`src/rtl/spi_slave_param.sv`:
```
// Oversampled SPI slave: clk-domain synchronisers, one-word TX holding buffer,
// configurable width, CPOL/CPHA and bit order, with underrun/overrun flags.
`timescale 1ns/1ps
module spi_slave_param #(
    parameter int DATA_WIDTH = 8,
    parameter int CPOL       = 0,
    parameter int CPHA       = 0,
    parameter int MSB_FIRST  = 1
) (
    input  logic                  clk,
    input  logic                  rst,
    input  logic                  sclk,
    input  logic                  cs,
    input  logic                  mosi,
    output logic                  miso,
    output logic                  miso_oe,
    input  logic [DATA_WIDTH-1:0] tx_data,
    input  logic                  tx_valid,
    output logic                  tx_ready,
    output logic                  tx_underrun,
    output logic [DATA_WIDTH-1:0] rx_data,
    output logic                  rx_valid,
    input  logic                  rx_ready,
    output logic                  rx_overrun,
    output logic                  busy
);

    localparam int   DW       = DATA_WIDTH;
    localparam int   CW       = $clog2(DW);
    localparam logic IDLE_LVL = (CPOL != 0) ? 1'b1 : 1'b0;

    typedef enum logic [0:0] {
        ST_IDLE   = 1'b0,
        ST_ACTIVE = 1'b1
    } state_t;

    function automatic logic first_bit(input logic [DW-1:0] w);
        if (MSB_FIRST != 0) begin
            first_bit = w[DW-1];
        end else begin
            first_bit = w[0];
        end
    endfunction

    function automatic logic [DW-1:0] shift_out(input logic [DW-1:0] w);
        if (MSB_FIRST != 0) begin
            shift_out = {w[DW-2:0], 1'b0};
        end else begin
            shift_out = {1'b0, w[DW-1:1]};
        end
    endfunction

    function automatic logic [DW-1:0] shift_in(input logic [DW-1:0] w, input logic b);
        if (MSB_FIRST != 0) begin
            shift_in = {w[DW-2:0], b};
        end else begin
            shift_in = {b, w[DW-1:1]};
        end
    endfunction

    logic          sclk_meta_r, sclk_sync_r, sclk_prev_r;
    logic          cs_meta_r, cs_sync_r, cs_prev_r;
    logic          mosi_meta_r, mosi_sync_r;
    state_t        state_r, state_next_s;
    logic          load_s, sample_s, shift_s, abort_s;
    logic          lead_s, trail_s, cs_fall_s, cs_rise_s;
    logic          word_done_s, reload_s, tx_wr_s;
    logic [DW-1:0] rx_next_s, load_word_s;
    logic [DW-1:0] tx_buf_r, tx_shift_r, rx_shift_r, rx_data_r;
    logic [CW-1:0] bit_cnt_r;
    logic          tx_ready_r, tx_underrun_r, rx_valid_r, rx_overrun_r;
    logic          miso_r, miso_oe_r, busy_r;

    assign lead_s      = (sclk_sync_r != IDLE_LVL) && (sclk_prev_r == IDLE_LVL);
    assign trail_s     = (sclk_sync_r == IDLE_LVL) && (sclk_prev_r != IDLE_LVL);
    assign cs_fall_s   = cs_prev_r && !cs_sync_r;
    assign cs_rise_s   = !cs_prev_r && cs_sync_r;
    assign word_done_s = sample_s && (bit_cnt_r == CW'(DW - 1));
    assign reload_s    = load_s || word_done_s;
    assign tx_wr_s     = tx_valid && tx_ready_r;
    assign rx_next_s   = shift_in(rx_shift_r, mosi_sync_r);
    // tx_ready_r doubles as the buffer-empty flag
    assign load_word_s = tx_ready_r ? {DW{1'b0}} : tx_buf_r;

    // Two-flop synchronisers plus previous-value flops for edge detection
    always_ff @(posedge clk or posedge rst) begin
        if (rst) begin
            sclk_meta_r <= IDLE_LVL;
            sclk_sync_r <= IDLE_LVL;
            sclk_prev_r <= IDLE_LVL;
            cs_meta_r   <= 1'b1;
            cs_sync_r   <= 1'b1;
            cs_prev_r   <= 1'b1;
            mosi_meta_r <= 1'b0;
            mosi_sync_r <= 1'b0;
        end else begin
            sclk_meta_r <= sclk;
            sclk_sync_r <= sclk_meta_r;
            sclk_prev_r <= sclk_sync_r;
            cs_meta_r   <= cs;
            cs_sync_r   <= cs_meta_r;
            cs_prev_r   <= cs_sync_r;
            mosi_meta_r <= mosi;
            mosi_sync_r <= mosi_meta_r;
        end
    end

    // Frame state register
    always_ff @(posedge clk or posedge rst) begin
        if (rst) begin
            state_r <= ST_IDLE;
        end else begin
            state_r <= state_next_s;
        end
    end

    // Next state and per-cycle shifter controls
    always_comb begin
        state_next_s = state_r;
        load_s       = 1'b0;
        sample_s     = 1'b0;
        shift_s      = 1'b0;
        abort_s      = 1'b0;
        case (state_r)
            ST_IDLE: begin
                if (cs_fall_s) begin
                    state_next_s = ST_ACTIVE;
                    load_s       = 1'b1;
                end else begin
                    state_next_s = ST_IDLE;
                end
            end
            ST_ACTIVE: begin
                if (cs_rise_s) begin
                    state_next_s = ST_IDLE;
                    abort_s      = 1'b1;
                end else if (CPHA == 0) begin
                    // bit_cnt==0 here means the first bit of the next word is already out
                    sample_s = lead_s;
                    shift_s  = trail_s && (bit_cnt_r != {CW{1'b0}});
                end else begin
                    sample_s = trail_s;
                    shift_s  = lead_s;
                end
            end
            default: begin
                state_next_s = ST_IDLE;
            end
        endcase
    end

    // TX holding buffer
    always_ff @(posedge clk or posedge rst) begin
        if (rst) begin
            tx_buf_r      <= {DW{1'b0}};
            tx_ready_r    <= 1'b1;
            tx_underrun_r <= 1'b0;
        end else begin
            tx_underrun_r <= reload_s && tx_ready_r;
            if (reload_s && !tx_ready_r) begin
                tx_ready_r <= 1'b1;
            end else if (tx_wr_s) begin
                tx_buf_r   <= tx_data;
                tx_ready_r <= 1'b0;
            end
        end
    end

    // TX/RX shifters, bit counter and MISO driver
    always_ff @(posedge clk or posedge rst) begin
        if (rst) begin
            tx_shift_r <= {DW{1'b0}};
            rx_shift_r <= {DW{1'b0}};
            bit_cnt_r  <= {CW{1'b0}};
            miso_r     <= 1'b0;
        end else if (abort_s) begin
            tx_shift_r <= {DW{1'b0}};
            rx_shift_r <= {DW{1'b0}};
            bit_cnt_r  <= {CW{1'b0}};
            miso_r     <= 1'b0;
        end else begin
            if (reload_s) begin
                if (CPHA == 0) begin
                    miso_r     <= first_bit(load_word_s);
                    tx_shift_r <= shift_out(load_word_s);
                end else begin
                    tx_shift_r <= load_word_s;
                end
            end else if (shift_s) begin
                miso_r     <= first_bit(tx_shift_r);
                tx_shift_r <= shift_out(tx_shift_r);
            end
            if (load_s) begin
                bit_cnt_r <= {CW{1'b0}};
            end else if (sample_s) begin
                rx_shift_r <= rx_next_s;
                bit_cnt_r  <= word_done_s ? {CW{1'b0}} : bit_cnt_r + CW'(1);
            end
        end
    end

    // RX word output with overrun detection; completion beats the handshake
    always_ff @(posedge clk or posedge rst) begin
        if (rst) begin
            rx_data_r    <= {DW{1'b0}};
            rx_valid_r   <= 1'b0;
            rx_overrun_r <= 1'b0;
        end else begin
            rx_overrun_r <= 1'b0;
            if (word_done_s) begin
                rx_data_r    <= rx_next_s;
                rx_valid_r   <= 1'b1;
                rx_overrun_r <= rx_valid_r && !rx_ready;
            end else if (rx_valid_r && rx_ready) begin
                rx_valid_r <= 1'b0;
            end
        end
    end

    // Frame status outputs
    always_ff @(posedge clk or posedge rst) begin
        if (rst) begin
            busy_r    <= 1'b0;
            miso_oe_r <= 1'b0;
        end else begin
            busy_r    <= (state_next_s == ST_ACTIVE);
            miso_oe_r <= (state_next_s == ST_ACTIVE);
        end
    end

    assign miso        = miso_r;
    assign miso_oe     = miso_oe_r;
    assign tx_ready    = tx_ready_r;
    assign tx_underrun = tx_underrun_r;
    assign rx_data     = rx_data_r;
    assign rx_valid    = rx_valid_r;
    assign rx_overrun  = rx_overrun_r;
    assign busy        = busy_r;

endmodule

```
`config.mk`:
```
export PLATFORM = sky130hd
export DESIGN_NAME = spi_slave_param
export DESIGN_NICKNAME = d
export VERILOG_FILES = /design/src/rtl/spi_slave_param.sv
export SDC_FILE = /design/constraint.sdc
export NUM_CORES = 1
export LEC_CHECK = 0
export ABC_AREA = 1
export ABC_CLOCK_PERIOD_IN_PS = 3240
export CORE_ASPECT_RATIO = 0.9
export CORE_MARGIN = 2
export CORE_UTILIZATION = 43
export DETAILED_ROUTE_END_ITERATION = 16
export GPL_TIMING_DRIVEN = 1
export HOLD_SLACK_MARGIN = 0.05
export PLACE_DENSITY = 0.66
export SETUP_SLACK_MARGIN = 0.3
export SLEW_MARGIN = 15
export SYNTH_ARGS = -nofsm -noshare
export SYNTH_HDL_FRONTEND = slang
export SYNTH_SLANG_ARGS = --single-unit
export TNS_END_PERCENT = 100
```
`constraint.sdc`:
```
create_clock -name clk -period 3.24 [get_ports clk]
set_input_delay 0.648 -clock clk [delete_from_list [all_inputs] [get_ports clk]]
set_output_delay 0.648 -clock clk [all_outputs]
set_load 0.02 [all_outputs]
```
# Word level (Yosys, flattened, before mapping)
# Cells that the tools add are included.
# totals
ff_bits	48
latch_bits	0
ram_bits	0
romBits	0
in_bits	15
out_inout_bits	15
memories	0
# op_classes
n_addsub	1
multipliers	0
div_mod_pow	0
n_lt_le_gt_ge	0
n_eq_ne	2
shifts	0
n_mux	29
bitwise_logic	4
n_reduce_logical	24
# op_table
cell	count
2-to-1 mux 8 bit	4
2-to-1 mux 7 bit	3
2-to-1 mux 1 bit	17
2-to-1 mux 3 bit	4
logical AND 1 bit	11
nonzero test 3 bit	3
nonzero test 2 bit	3
logical NOT 1 bit	4
NOT 1 bit	4
AND reduction 2 bit	2
adder 3 x 1 -> 3 bit (second input constant)	1
equality test 3 bit (second input constant)	1
!= test 2 x 1 -> 1 bit (second input constant)	1
case mux 1 bit (2 select lines)	1
logical OR 1 bit	1

# Logic depth before layout (Yosys ltp)
# logic_depth
ltp_word	9
depth_mapped	9

# Least setup slack after synthesis
# Ideal clock, no wire load.
# synth_path
path_type	flip-flop to output port
start	register busy (netlist name)
end	output miso_oe
arrival_ns	0.778
required_time_ns	2.592
path_slack_ns	1.814
path_stages_with_launch	2
cell_sequence	dfrtp_1 > buf_4
# synth_rtl
element	line	rtl
to (decl)	16	output logic miso_oe,

# Worst setup path after layout
# layout_path
start	register tx_ready_r, in the netlist tx_ready
end	output tx_ready
# layout_rtl
element	line	rtl
from (decl)	71	logic tx_ready_r, tx_underrun_r, rx_valid_r, rx_overrun_r;
from (signal assigned)	156	tx_ready_r <= 1'b1;
from (signal assigned)	161	tx_ready_r <= 1'b1;
from (signal assigned)	164	tx_ready_r <= 1'b0;
to (decl)	19	output logic tx_ready,
# No word-level cell between the ends.

==> summary.txt <==
Status: finished clean
Fmax: 458 MHz
Synth unique cells: 25
R2r endpoint: tx_shift_r[3]
Worst-skew pair later-pin latency: 290 ps
Period Utilization, post-route: 67.4%
Synth Instances: 202
Die Span Y: 67.9 um
Worst setup SP type: register
HPWL Detailed: 2290 um
Synth Flop Type: dfrtp_1
Max Cap Viol: 0
VDD IR max: 225 uV
Antenna violations before repair: 0
Rel. slew slack: 36.9%
CTS tree: done
Worst hold endpoint: mosi_sync_r
Seq cells post-synth: 47
Largest delay share family, worst path: buffers and inverters
Nets: 249
Sequential area share after synthesis: 60.5%
Most common cell after layout, fill and taps aside: nand2_1
Critical path class: register to output port
FF/Latch Area: 1180 um2
CP max-delay cell: clkdlybuf4s50_1
Pleak: 1.13 nW
Largest net degree at the start of global routing: 48
WL final: 3290 um
Via density: 4.56
Syn avg cell area: 9.66 um2
Min-delay src: mosi_meta_r
Hold buffers post-CTS: 0
GP Congestion: 0.749
RSZ-0062 raised after global routing: false
CTS H-tree depth: 2
Count of input and output buffers: 29
DRC Markers: 0
Vias: 1342
DR iter-0 viols: 73
Root Driver: clkbuf_8
# clock sinks: 47
Die Wd: 75.0 um
Post-synth EDFFs: 0
Data required time of the worst path: 2590 ps
Placed instance area: 2270 um2
P&R area growth vs syn: 20.6%
Vias in the first global route: 1312
Worst Path Buf+Inv: 1
Commonest cells after routing, fill and taps aside: nand2_1 (52), dfrtp_1 (43), clkdlybuf4s50_1 (29)
Setup repair bufs after CTS: 0
Antenna diodes: 0
P per Cell Area: 590 nW/um2
Fin. max-slew vios: 0
First drt pass iteration count: 4
TritonCTS buffer count: 5
Multi-input gate area: 632 um2
FFs w/ async S/R, synth: 100%
Routed wire length per instance: 11.2 um
Setup Viol. Count Final: 0
Core Area: 4400 um2
Post-cts repair resize count: 0
Critical Path, Cell by Cell: clkdlybuf4s50_1
Worst-path clk slew: 80 ps
CP peak stage delay: 630 ps
Initial Utilization: 44.3%
Worst Reg-to-Reg Cells: 8
CP max FO: 10
First-pass GRT wire length: 5740 um
Rows: 23
IO Pins: 30
Fin crit period: 2180 ps
Post-DRT Antenna Nets: 0
Number of fill cells: 423
CP endpoint kind: output port
Die Area: 5090 um2
Worst Hold Path Cells: 0
Fin. Hold Viols: 0
Share of cells above drive strength 1: 10.8%
Arrival @ worst endpoint: 1540 ps
Hold WC Path Type: register to register
Worst-margin pin slew: 946 ps
Syn nets: 220
Setup TNS: 0 ps
Post-Layout Inst Area: 2350 um2
Ys Warns: 0
Reg-to-reg slack, setup: 1440 ps
Gr ovfl total: 0
Post-Syn Area: 1950 um2
Max Clock Skew: 5.78 ps
GR Util All Layers: 15.3%
Worst r2r src: bit_cnt_r[0]
Max clock buf depth: 2
[worst max path at each step]
stage	endpoint	depth (start not counted)	start
after CTS	tx_ready	1	tx_ready
after floorplan	bit_cnt_r[0]	1	rst
after global placement	tx_buf_r[0]	3	tx_valid
after detailed placement	tx_buf_r[0]	3	tx_valid
final	tx_ready	1	tx_ready
after global routing	tx_ready	1	tx_ready
[per-layer routing]
| layer | vias to the layer above | routed length, um | track usage (%) |
|---|---|---|---|
| met5 | - | 0 | 0 |
| met4 | 0 | 71 | 7.37 |
| met3 | 8 | 129 | 4.86 |
| met2 | 19 | 1450 | 23.5 |
| met1 | 627 | 1640 | 19.7 |
| li1 | 688 | - | - |
[sequential cells by signal (all words and copies together) (netlist names), 3 cells and up]
| name | cells |
|---|---|
| bit_cnt_r | 3 |
| rx_data | 8 |
| rx_shift_r | 7 |
| tx_buf_r | 8 |
| tx_shift_r | 7 |
[synthesized netlist by cell type, types with 2 or more instances]
cell     count  area (um2)
o22ai_1      5        31.3
mux2_2       2        22.5
nor2_4       3        33.8
a21oi_1      8        40.0
nand2_4      2        22.5
ha_1         3        37.5
buf_2        3        15.0
o21ai_0     14        70.1
inv_1       22        82.6
inv_2        3        11.3
nand2_2      2        12.5
dfstp_2      4         105
nand3_1     10        50.1
dfrtp_1     43        1080
buf_4        2        15.0
nand2_1     52         195
nor2_1      16        60.1
[power by group]
part / internal, W / leakage [nW] / switching [W]
sequential: 0.000698 / 0.597 / 0.0000541
clock: 0.000153 / 0.0395 / 0.000174
combinational: 0.000128 / 0.492 / 0.000181
total: 0.000979 / 1.13 / 0.000409
[cells by family (layout without fill, tap and decap cells)]
group / Yosys count / count (layout) / synth area share (%)
AND/OR/NAND/NOR: 90 / 90 / 21.7
flip-flops: 47 / 47 / 60.5
buffers and inverters: 32 / 62 / 7.11
AO/OA/AOI/OAI: 28 / 28 / 7.63
adder cells (fa/ha/maj): 3 / 3 / 1.92
multiplexers: 2 / 2 / 1.15
[area by class of cell]
cell class                 instances  area share (%)
multi-input combinational        123            26.8
sequential                        47            50.2
timing repair buffer              29            12.3
tap                               62            3.29
inverter                          25            3.99
clock buffer                       8            3.40
[stage by stage]
step	std cells	setup slack, ps	total power (W)	utilization (%)	hold WS, ps
after floorplan	202	1480	0.000983	-	331
after global placement	286	1340	0.00107	51.7	335
after detailed placement	286	1320	0.00107	51.7	338
after CTS	294	1030	0.00141	53.5	357
after global routing	294	991	0.00149	53.5	364
final	294	1060	0.00139	53.5	355
Note: power is estimated with default switching activity, not from simulation.
